File: config.mk
export PLATFORM = sky130hd
export DESIGN_NAME = rgb_fade_pwm
export DESIGN_NICKNAME = d
export VERILOG_FILES = /design/src/rtl/rgb_fade_pwm.sv
export SDC_FILE = /design/constraint.sdc
export NUM_CORES = 1
export LEC_CHECK = 0
export ABC_AREA = 1
export CAP_MARGIN = 10
export CORE_ASPECT_RATIO = 0.6
export CORE_MARGIN = 8
export CORE_UTILIZATION = 55
export DETAILED_ROUTE_END_ITERATION = 12
export PLACE_DENSITY = 0.77
export SLEW_MARGIN = 5
export SYNTH_ARGS = -nofsm -noshare
export SYNTH_HDL_FRONTEND = slang
export SYNTH_SLANG_ARGS = --single-unit
File: constraint.sdc
create_clock -name clk -period 2.3 [get_ports clk]
set_input_delay 0.345 -clock clk [delete_from_list [all_inputs] [get_ports clk]]
set_output_delay 0.345 -clock clk [all_outputs]
set_load 0.05 [all_outputs]
File: src/rtl/rgb_fade_pwm.sv
// RGB LED PWM driver: one-hot palette select with optional linear fade.
// Duty changes reach the lanes only at PWM period boundaries.
module rgb_fade_pwm #(
   parameter int PWM_W    = 8,
   parameter int N_LED    = 4,
   parameter int STEP_DIV = 1024
) (
   input  logic             clk,
   input  logic             rst,
   input  logic [7:0]       btn,
   input  logic             fade_en,
   output logic [N_LED-1:0] led_r,
   output logic [N_LED-1:0] led_g,
   output logic [N_LED-1:0] led_b,
   output logic             busy,
   output logic             done,
   output logic [2:0]       color_idx
);

   localparam int PSC_W = (STEP_DIV > 1) ? $clog2(STEP_DIV) : 1;
   localparam logic [PSC_W-1:0] PSC_TC = PSC_W'(STEP_DIV - 1);

   typedef logic [2:0][PWM_W-1:0] chan_t;

   function automatic logic [23:0] pal_f(input logic [2:0] i);
      logic [23:0] p;
      unique case (i)
         3'd0: p = {8'd255, 8'd0,   8'd0};
         3'd1: p = {8'd255, 8'd102, 8'd0};
         3'd2: p = {8'd255, 8'd255, 8'd0};
         3'd3: p = {8'd0,   8'd255, 8'd0};
         3'd4: p = {8'd0,   8'd0,   8'd255};
         3'd5: p = {8'd0,   8'd0,   8'd128};
         3'd6: p = {8'd128, 8'd0,   8'd128};
         default: p = {8'd255, 8'd255, 8'd255};
      endcase
      return p;
   endfunction

   // Repeat the byte's top bits below it so 8'hFF becomes all-ones.
   function automatic logic [PWM_W-1:0] expand_f(input logic [7:0] v);
      logic [15:0] t;
      t = {v, v} >> (16 - PWM_W);
      return t[PWM_W-1:0];
   endfunction

   logic [PWM_W-1:0] cnt_q, cnt_d;
   logic [PSC_W-1:0] psc_q, psc_d;
   chan_t            tgt_q, tgt_d;
   chan_t            cur_q, cur_d;
   chan_t            act_q, act_d;
   logic [2:0]       led_q, led_d;
   logic [2:0]       idx_q, idx_d;
   logic             busy_q, busy_d;
   logic             done_q, done_d;

   logic             hot;
   logic [2:0]       hot_idx;
   logic [23:0]      pal;
   chan_t            tgt_new;

   always_comb begin
      hot     = (btn != 8'd0) && ((btn & (btn - 8'd1)) == 8'd0);
      hot_idx = 3'd0;
      for (int i = 0; i < 8; i++) begin
         if (btn[i]) hot_idx = 3'(i);
      end
      pal        = pal_f(hot_idx);
      tgt_new[2] = expand_f(pal[23:16]);
      tgt_new[1] = expand_f(pal[15:8]);
      tgt_new[0] = expand_f(pal[7:0]);
   end

   always_comb begin
      cnt_d  = cnt_q + 1'b1;
      psc_d  = (psc_q == PSC_TC) ? '0 : psc_q + 1'b1;
      tgt_d  = tgt_q;
      cur_d  = cur_q;
      idx_d  = idx_q;
      act_d  = (&cnt_q) ? cur_q : act_q;
      busy_d = (cur_q != tgt_q);
      done_d = busy_q & ~busy_d;
      for (int c = 0; c < 3; c++) begin
         led_d[c] = (cnt_q < act_q[c]);
      end
      if (hot) begin
         tgt_d = tgt_new;
         idx_d = hot_idx;
         psc_d = '0;
         if (!fade_en) cur_d = tgt_new;
      end else if (fade_en && (psc_q == PSC_TC)) begin
         for (int c = 0; c < 3; c++) begin
            if (cur_q[c] < tgt_q[c]) begin
               cur_d[c] = cur_q[c] + 1'b1;
            end else if (cur_q[c] > tgt_q[c]) begin
               cur_d[c] = cur_q[c] - 1'b1;
            end
         end
      end
   end

   always_ff @(posedge clk or negedge rst) begin
      if (!rst) begin
         cnt_q  <= '0;
         psc_q  <= '0;
         tgt_q  <= '0;
         cur_q  <= '0;
         act_q  <= '0;
         led_q  <= '0;
         idx_q  <= '0;
         busy_q <= 1'b0;
         done_q <= 1'b0;
      end else begin
         cnt_q  <= cnt_d;
         psc_q  <= psc_d;
         tgt_q  <= tgt_d;
         cur_q  <= cur_d;
         act_q  <= act_d;
         led_q  <= led_d;
         idx_q  <= idx_d;
         busy_q <= busy_d;
         done_q <= done_d;
      end
   end

   assign led_r     = {N_LED{led_q[2]}};
   assign led_g     = {N_LED{led_q[1]}};
   assign led_b     = {N_LED{led_q[0]}};
   assign busy      = busy_q;
   assign done      = done_q;
   assign color_idx = idx_q;

endmodule

==> qor.yml, run 1 <==
synth:
  synth-edff-count: 0
  synthArstFlopShare: 1.00
  netlist_top_cells_count: "nand2_1, dfrtp_1, inv_1"
  syn_inst: 715
  synth_ff_type: "dfrtp_1"
  synthDistinctLibCells: 38
  synth_area_leaders: "dfrtp_1, ha_1, nand2_1"
  syn_area_per_cell_um2: 7.79
  yosysWarnings: 0
  yosysMostFrequentCell: "nand2_1"
  synth_nets: 795
  synth_top_area_frac: 0.360
  synth-seq-cells: 80
  ys_seq_area_frac: 0.360
  netlist_area_um2: 5570
  synth.largest_area_cell: "dfrtp_1"
sta:
  layout_setup_ws_ns: -0.375
  period_minus_slack_ns: 2.67
  setup_violations: 18
  tns_ns: -4.02
  rsz0062_at_grt: "true"
  timing.fmax_mhz: 374
  slew_headroom: 0.642
  slew_violations: 0
  holdWs_ns: 0.482
  worst_pin_slew_ns: 0.536
  hold_viol: 0
  clock_skew_ns: 0.00599
  min_period_over_period: 1.16
route:
  wl_mm: 17.5
  antenna_left: 0
  wl_met3_mm: 1.33
  detail_route.wl_per_cell_um: 18.0
  drtIter0Drc: 472
  via_per_inst: 5.82
  dr.pass1.iters: 6
  wl_met2_mm: 8.21
  drc: 0
  wl_met1_mm: 7.26
  highest_layer: "met4"
  dr_total_vias: 5641
hold_path:
  worstHoldStart: "color_idx[2]$_DFFE_PN0P_"
  hold_path_class: "flip-flop to flip-flop"
  hold_depth: 2
  hold_end: "color_idx[2]$_DFFE_PN0P_"
power_and_ir_drop:
  intPower_mw: 3.82
  p_sw_frac: 0.370
  p_switching_mw: 2.24
  combPwrFrac: 0.452
  powerDensity_nw_per_um2: 781
  ir_drop_v: 0.000773
  pwr-share-clk: 0.260
  p_leak_nw: 3.91
  seqPwrFrac: 0.288
clock_network:
  root_buffer: "clkbuf_16"
  cts.sinks: 80
  tritoncts: "built"
  htreeDepth: 3
  clkTransAtPathRegs_ns: 0.06
  numCtsBuffers: 9
  clk_latency_ns: 0.34
  cts_buffer_depth: 2
layout:
  multi_input_area_um2: 3880
  drive_gt1_frac: 0.291
  num-nets-final: 911
  area.sequential_um2: 2000
  fillers: 604
  num_antenna_cells: 0
  area_growth_pct: 39.2
floorplanning:
  fp.coreArea_um2: 9840
  initial_core_util: 0.565
  die-area_um2: 13700
  die_x_um: 146
  rows: 28
  io_pins: 28
  die_y_um: 93.9
worst_setup_path:
  crit_fanout: 7
  r2r_end: "cur_q[22]$_DFFE_PN0P_"
  end_kind: "flip-flop"
  cp-start-kind: "flip-flop"
  critPathRequiredTime_ns: 2.59
  r2r_slack_ns: -0.37
  critPathArrivalTime_ns: 2.96
  r2r_cells: 18
  crit_type: "flip-flop to flip-flop"
  worstReg2RegStart: "tgt_q[22]$_DFFE_PN0P_"
status:
  outcome: "finished, violations left"
  violations: "setup timing"
placement:
  port_buffers: 27
  hpwl_mm: 10.8
  gp_congestion: 0.871
global_route:
  grtUsageTotal: 0.233
  grt_first_pass_wirelength_mm: 26.0
  grt_overflow: 0
  antenna_found_initial: 0
  grt_pass1_vias: 5356
  grt_max_degree: 53
run:
  max-cap-violations: 0
per-stage QoR:
stage / std cells / util / power (mW) / cell area, um^2 / setup slack [ns]
2_1_floorplan: 715 / - / 2.96 / 5710 / 0.00643
3_3_place_gp: 928 / 0.665 / 3.59 / 6550 / -0.286
3_5_place_dp: 928 / 0.665 / 3.69 / 6550 / -0.389
4_1_cts: 955 / 0.744 / 5.55 / 7320 / -0.206
5_1_grt: 970 / 0.787 / 6.34 / 7750 / -0.422
6_report: 970 / 0.787 / 6.06 / 7750 / -0.375
power by group through the flow:
stage               logic [mW]  registers [mW]  clock network (mW)
global placement          1.86            1.72                   0
finish                    2.74            1.75                1.57
global route              2.93            1.76                1.64
floorplan                 1.18            1.78                   0
CTS                       2.25            1.72                1.57
detailed placement        1.95            1.74                   0
kinds of logic (layout without fill, tap and decap cells):
family | Yosys count | in the layout | synth area share
and+or+nand+nor | 337 | 338 | 0.269
AOI/OAI and AO/OA | 110 | 110 | 0.104
buffers and inverters | 103 | 222 | 0.0832
DFF | 80 | 80 | 0.360
adders and majority gates | 69 | 69 | 0.159
xor gates and xnor gates | 16 | 16 | 0.0252
final cells by class:
type / count / share of cell area
Clock buffer: 10 / 0.0308
Multi-Input combinational cell: 533 / 0.501
Timing Repair Buffer: 124 / 0.135
Clock inverter: 5 / 0.0105
Inverter: 83 / 0.0426
Tap cell: 135 / 0.0218
Sequential cell: 80 / 0.258
layer usage:
| metal | vias to the layer above | track usage |
|---|---|---|
| li1 | 2570 | - |
| met1 | 2685 | 0.294 |
| met2 | 301 | 0.401 |
| met3 | 85 | 0.0462 |
| met4 | 0 | 0.0680 |
| met5 | - | 0 |
flip-flops by register name, indices dropped and copies added, names as in the netlist:
signal / count
busy: 1
psc_q: 10
color_idx: 3
done: 1
cur_q: 24
tgt_q: 6
led_q: 3
cnt_q: 8
act_q: 24
cell usage in the layout (no fill, tap or decap), types with 10 or more instances in the layout:
cell type and count:
nand3_1 40, xor2_1 10, ha_1 34, o21ai_1 11
a21oi_1 40, nand4_1 12, nand2_1 168, o21ai_0 28
ha_4 31, nor2_1 52, nand2_2 12, dfrtp_1 80
inv_1 68, nand2_4 12, buf_4 88, clkdlybuf4s50_1 26
a21oi_2 11
worst max-delay path, stage by stage, from the launching register on:
cell,delay (ns)
dfrtp_1,0.42
clkinv_4,0.16
ha_4,0.27
nand2_1,0.10
nand2_1,0.10
nand2_1,0.09
nand2_1,0.09
nand2_4,0.15
nand2_8,0.10
ha_4,0.32
nand2_1,0.06
inv_1,0.08
nand4_1,0.10
nand3_1,0.11
xor2_1,0.15
nand2_1,0.07
nand2_1,0.10
nand2_1,0.07
nand2_1,0.06
how the worst max path moves through the flow:
stage                                from                    end  slack (ns)  cells past startpoint
global placement     tgt_q[6]$_DFFE_PN0P_   cur_q[7]$_DFFE_PN0P_       -0.29                     15
floorplan           tgt_q[14]$_DFFE_PN0P_  cur_q[12]$_DFFE_PN0P_       0.006                     14
finish              tgt_q[22]$_DFFE_PN0P_  cur_q[22]$_DFFE_PN0P_       -0.37                     18
CTS                  tgt_q[6]$_DFFE_PN0P_   cur_q[7]$_DFFE_PN0P_       -0.21                     15
detailed placement   tgt_q[6]$_DFFE_PN0P_   cur_q[7]$_DFFE_PN0P_       -0.39                     17
global route        tgt_q[22]$_DFFE_PN0P_  cur_q[21]$_DFFE_PN0P_       -0.42                     17
repair_timing:
item | CTS | global route
hold endpoints to repair | 28 | 0
hold buffers | 1 | 0
pin swaps | 41 | 40
endpoints found under the setup margin | 19 | 22
resized for setup | 75 | 56
cloned | 1 | 0
setup buffers | 10 | 15
Note: power is estimated with default switching activity, not from simulation.
==> run 2: changes to the inputs <==
--- a/config.mk
+++ b/config.mk
@@ -10,6 +10,7 @@
 export CORE_ASPECT_RATIO = 0.6
 export CORE_MARGIN = 8
 export CORE_UTILIZATION = 55
+export CTS_CLUSTER_DIAMETER = 40
 export DETAILED_ROUTE_END_ITERATION = 12
 export PLACE_DENSITY = 0.77
 export SLEW_MARGIN = 5
==> results of run 2 <==
The final DEF is identical to that of run 1; final timing and power are the same.
==> variant, RTL diff (config.mk and constraints of run 2) <==
Change the parameter `PWM_W` from 8 to 10.
--- a/src/rtl/rgb_fade_pwm.sv
+++ b/src/rtl/rgb_fade_pwm.sv
@@ -2,5 +2,5 @@
 // Duty changes reach the lanes only at PWM period boundaries.
 module rgb_fade_pwm #(
-   parameter int PWM_W    = 8,
+   parameter int PWM_W    = 10,
    parameter int N_LED    = 4,
    parameter int STEP_DIV = 1024
Behaviour: no difference found for any inputs over 10 cycles, from zero or initial values and one cycle with rst low; that may be too few to reach the edited logic, so the function may still have changed.
==> variant against run 2 <==
- area after synthesis increased by 23%
- largest cell class unchanged
- cell area rose by 27%
- sequential cell count rose by 14
- worst setup slack worse by 0.19 ns
- clock skew up 0.0029 ns
- die area rose by 20%
- total power is 26% higher
- sequential share of layout area fell by 2.0 points
- routed wire length up 49%
- the flow still finishes with violations (negative setup slack)
- critical endpoint is now cur_q[17]
- clock power down 7%
- highest routed layer unchanged
==> variant: results (changes against run 2) <==
Post-Route M1 WL=9750 um (+34%); RePlAce Congestion=0.881 (+1.1%); overall routing resource usage=26.7% (+3.5 points); failing checks=negative setup slack; setup ws final=-0.562 ns (-0.187 ns); clk tree area frac=2.78% (-1.4 points); crit-path leading delay family=compound AO/OA/AOI/OAI gates; Setup Viol. Count Final=30 (+12); reg-to-reg startpoint=tgt_q[18]; WL met3=3540 um (+170%); status=complete, but fails checks; Hold/Removal Path Class=in2async; seq pwr=2050 uW (+17%); DR WL met2=11000 um (+34%); Skew-Pair Late Insertion Delay=0.37 ns (+0.03 ns); DR WL/cell=21.3 um (+18%); final layout net count=1155 (+27%); initial DRC count=1099 (+130%); largest net degree at the start of global routing=55 (+3.8%); filler cell count=670 (+11%); Clock Sinks=94 (+18%); Comb. pwr=4150 uW (+51%); post_cts resized=143 (+91%); met3 Use GR=6.56% (+1.9 points); syn_nets=1014 (+28%)
variant: cell types whose count changed after synthesis, sizes merged, moves of 4 or more:
cell and delta:
a21oi -12, dfrtp +14, ha +17, inv +55, nand2 +88, nand3 +4
nor2 -4, nor3b -4, o21a +5, o21ai +31, or2 +5, xnor2 +5
variant: through the flow:
| stage | instances | setup slack, ns | total power, uW | utilization, % |
|---|---|---|---|---|
| 3_3_place_gp | 1175 | -0.324 | 4480 | 67.7 |
| 5_1_grt | 1228 | -0.760 | 7940 | 81.5 |
| 2_1_floorplan | 917 | -0.0928 | 3630 | - |
| 6_report | 1228 | -0.562 | 7660 | 81.5 |
| 3_5_place_dp | 1175 | -0.378 | 4560 | 67.7 |
| 4_1_cts | 1217 | -0.269 | 6680 | 77.4 |
variant: worst max path at each step:
stage / from / end / slack [ns] / cells past startpoint
after floorplan: cur_q[17] / cur_q[19] / -0.09 / 14
after global placement: tgt_q[8] / cur_q[9] / -0.32 / 15
after detailed placement: tgt_q[8] / cur_q[9] / -0.38 / 15
after CTS: tgt_q[8] / cur_q[8] / -0.27 / 19
after global routing: tgt_q[18] / cur_q[19] / -0.76 / 19
final: tgt_q[18] / cur_q[17] / -0.56 / 16
variant: cells by family after synthesis:
family	count (synthesis)	synth area share [%]
buf+inv	160	9.75
flops	94	34.3
fa+ha+maj	86	16.0
compound gates	135	10.8
simple gates	423	26.7
xor+xnor	19	2.43
variant: worst register-to-register path: stages (launching register included):
cell	delay, ns
dfrtp_1	0.40
clkinv_4	0.15
ha_4	0.23
a21oi_1	0.23
nand2_1	0.13
nand2_2	0.11
nand3_4	0.15
buf_12	0.19
ha_4	0.26
a21oi_4	0.18
inv_2	0.08
a21oi_2	0.13
nand2_2	0.08
xnor2_2	0.15
o21ai_1	0.17
nand2_1	0.09
nand2_1	0.08
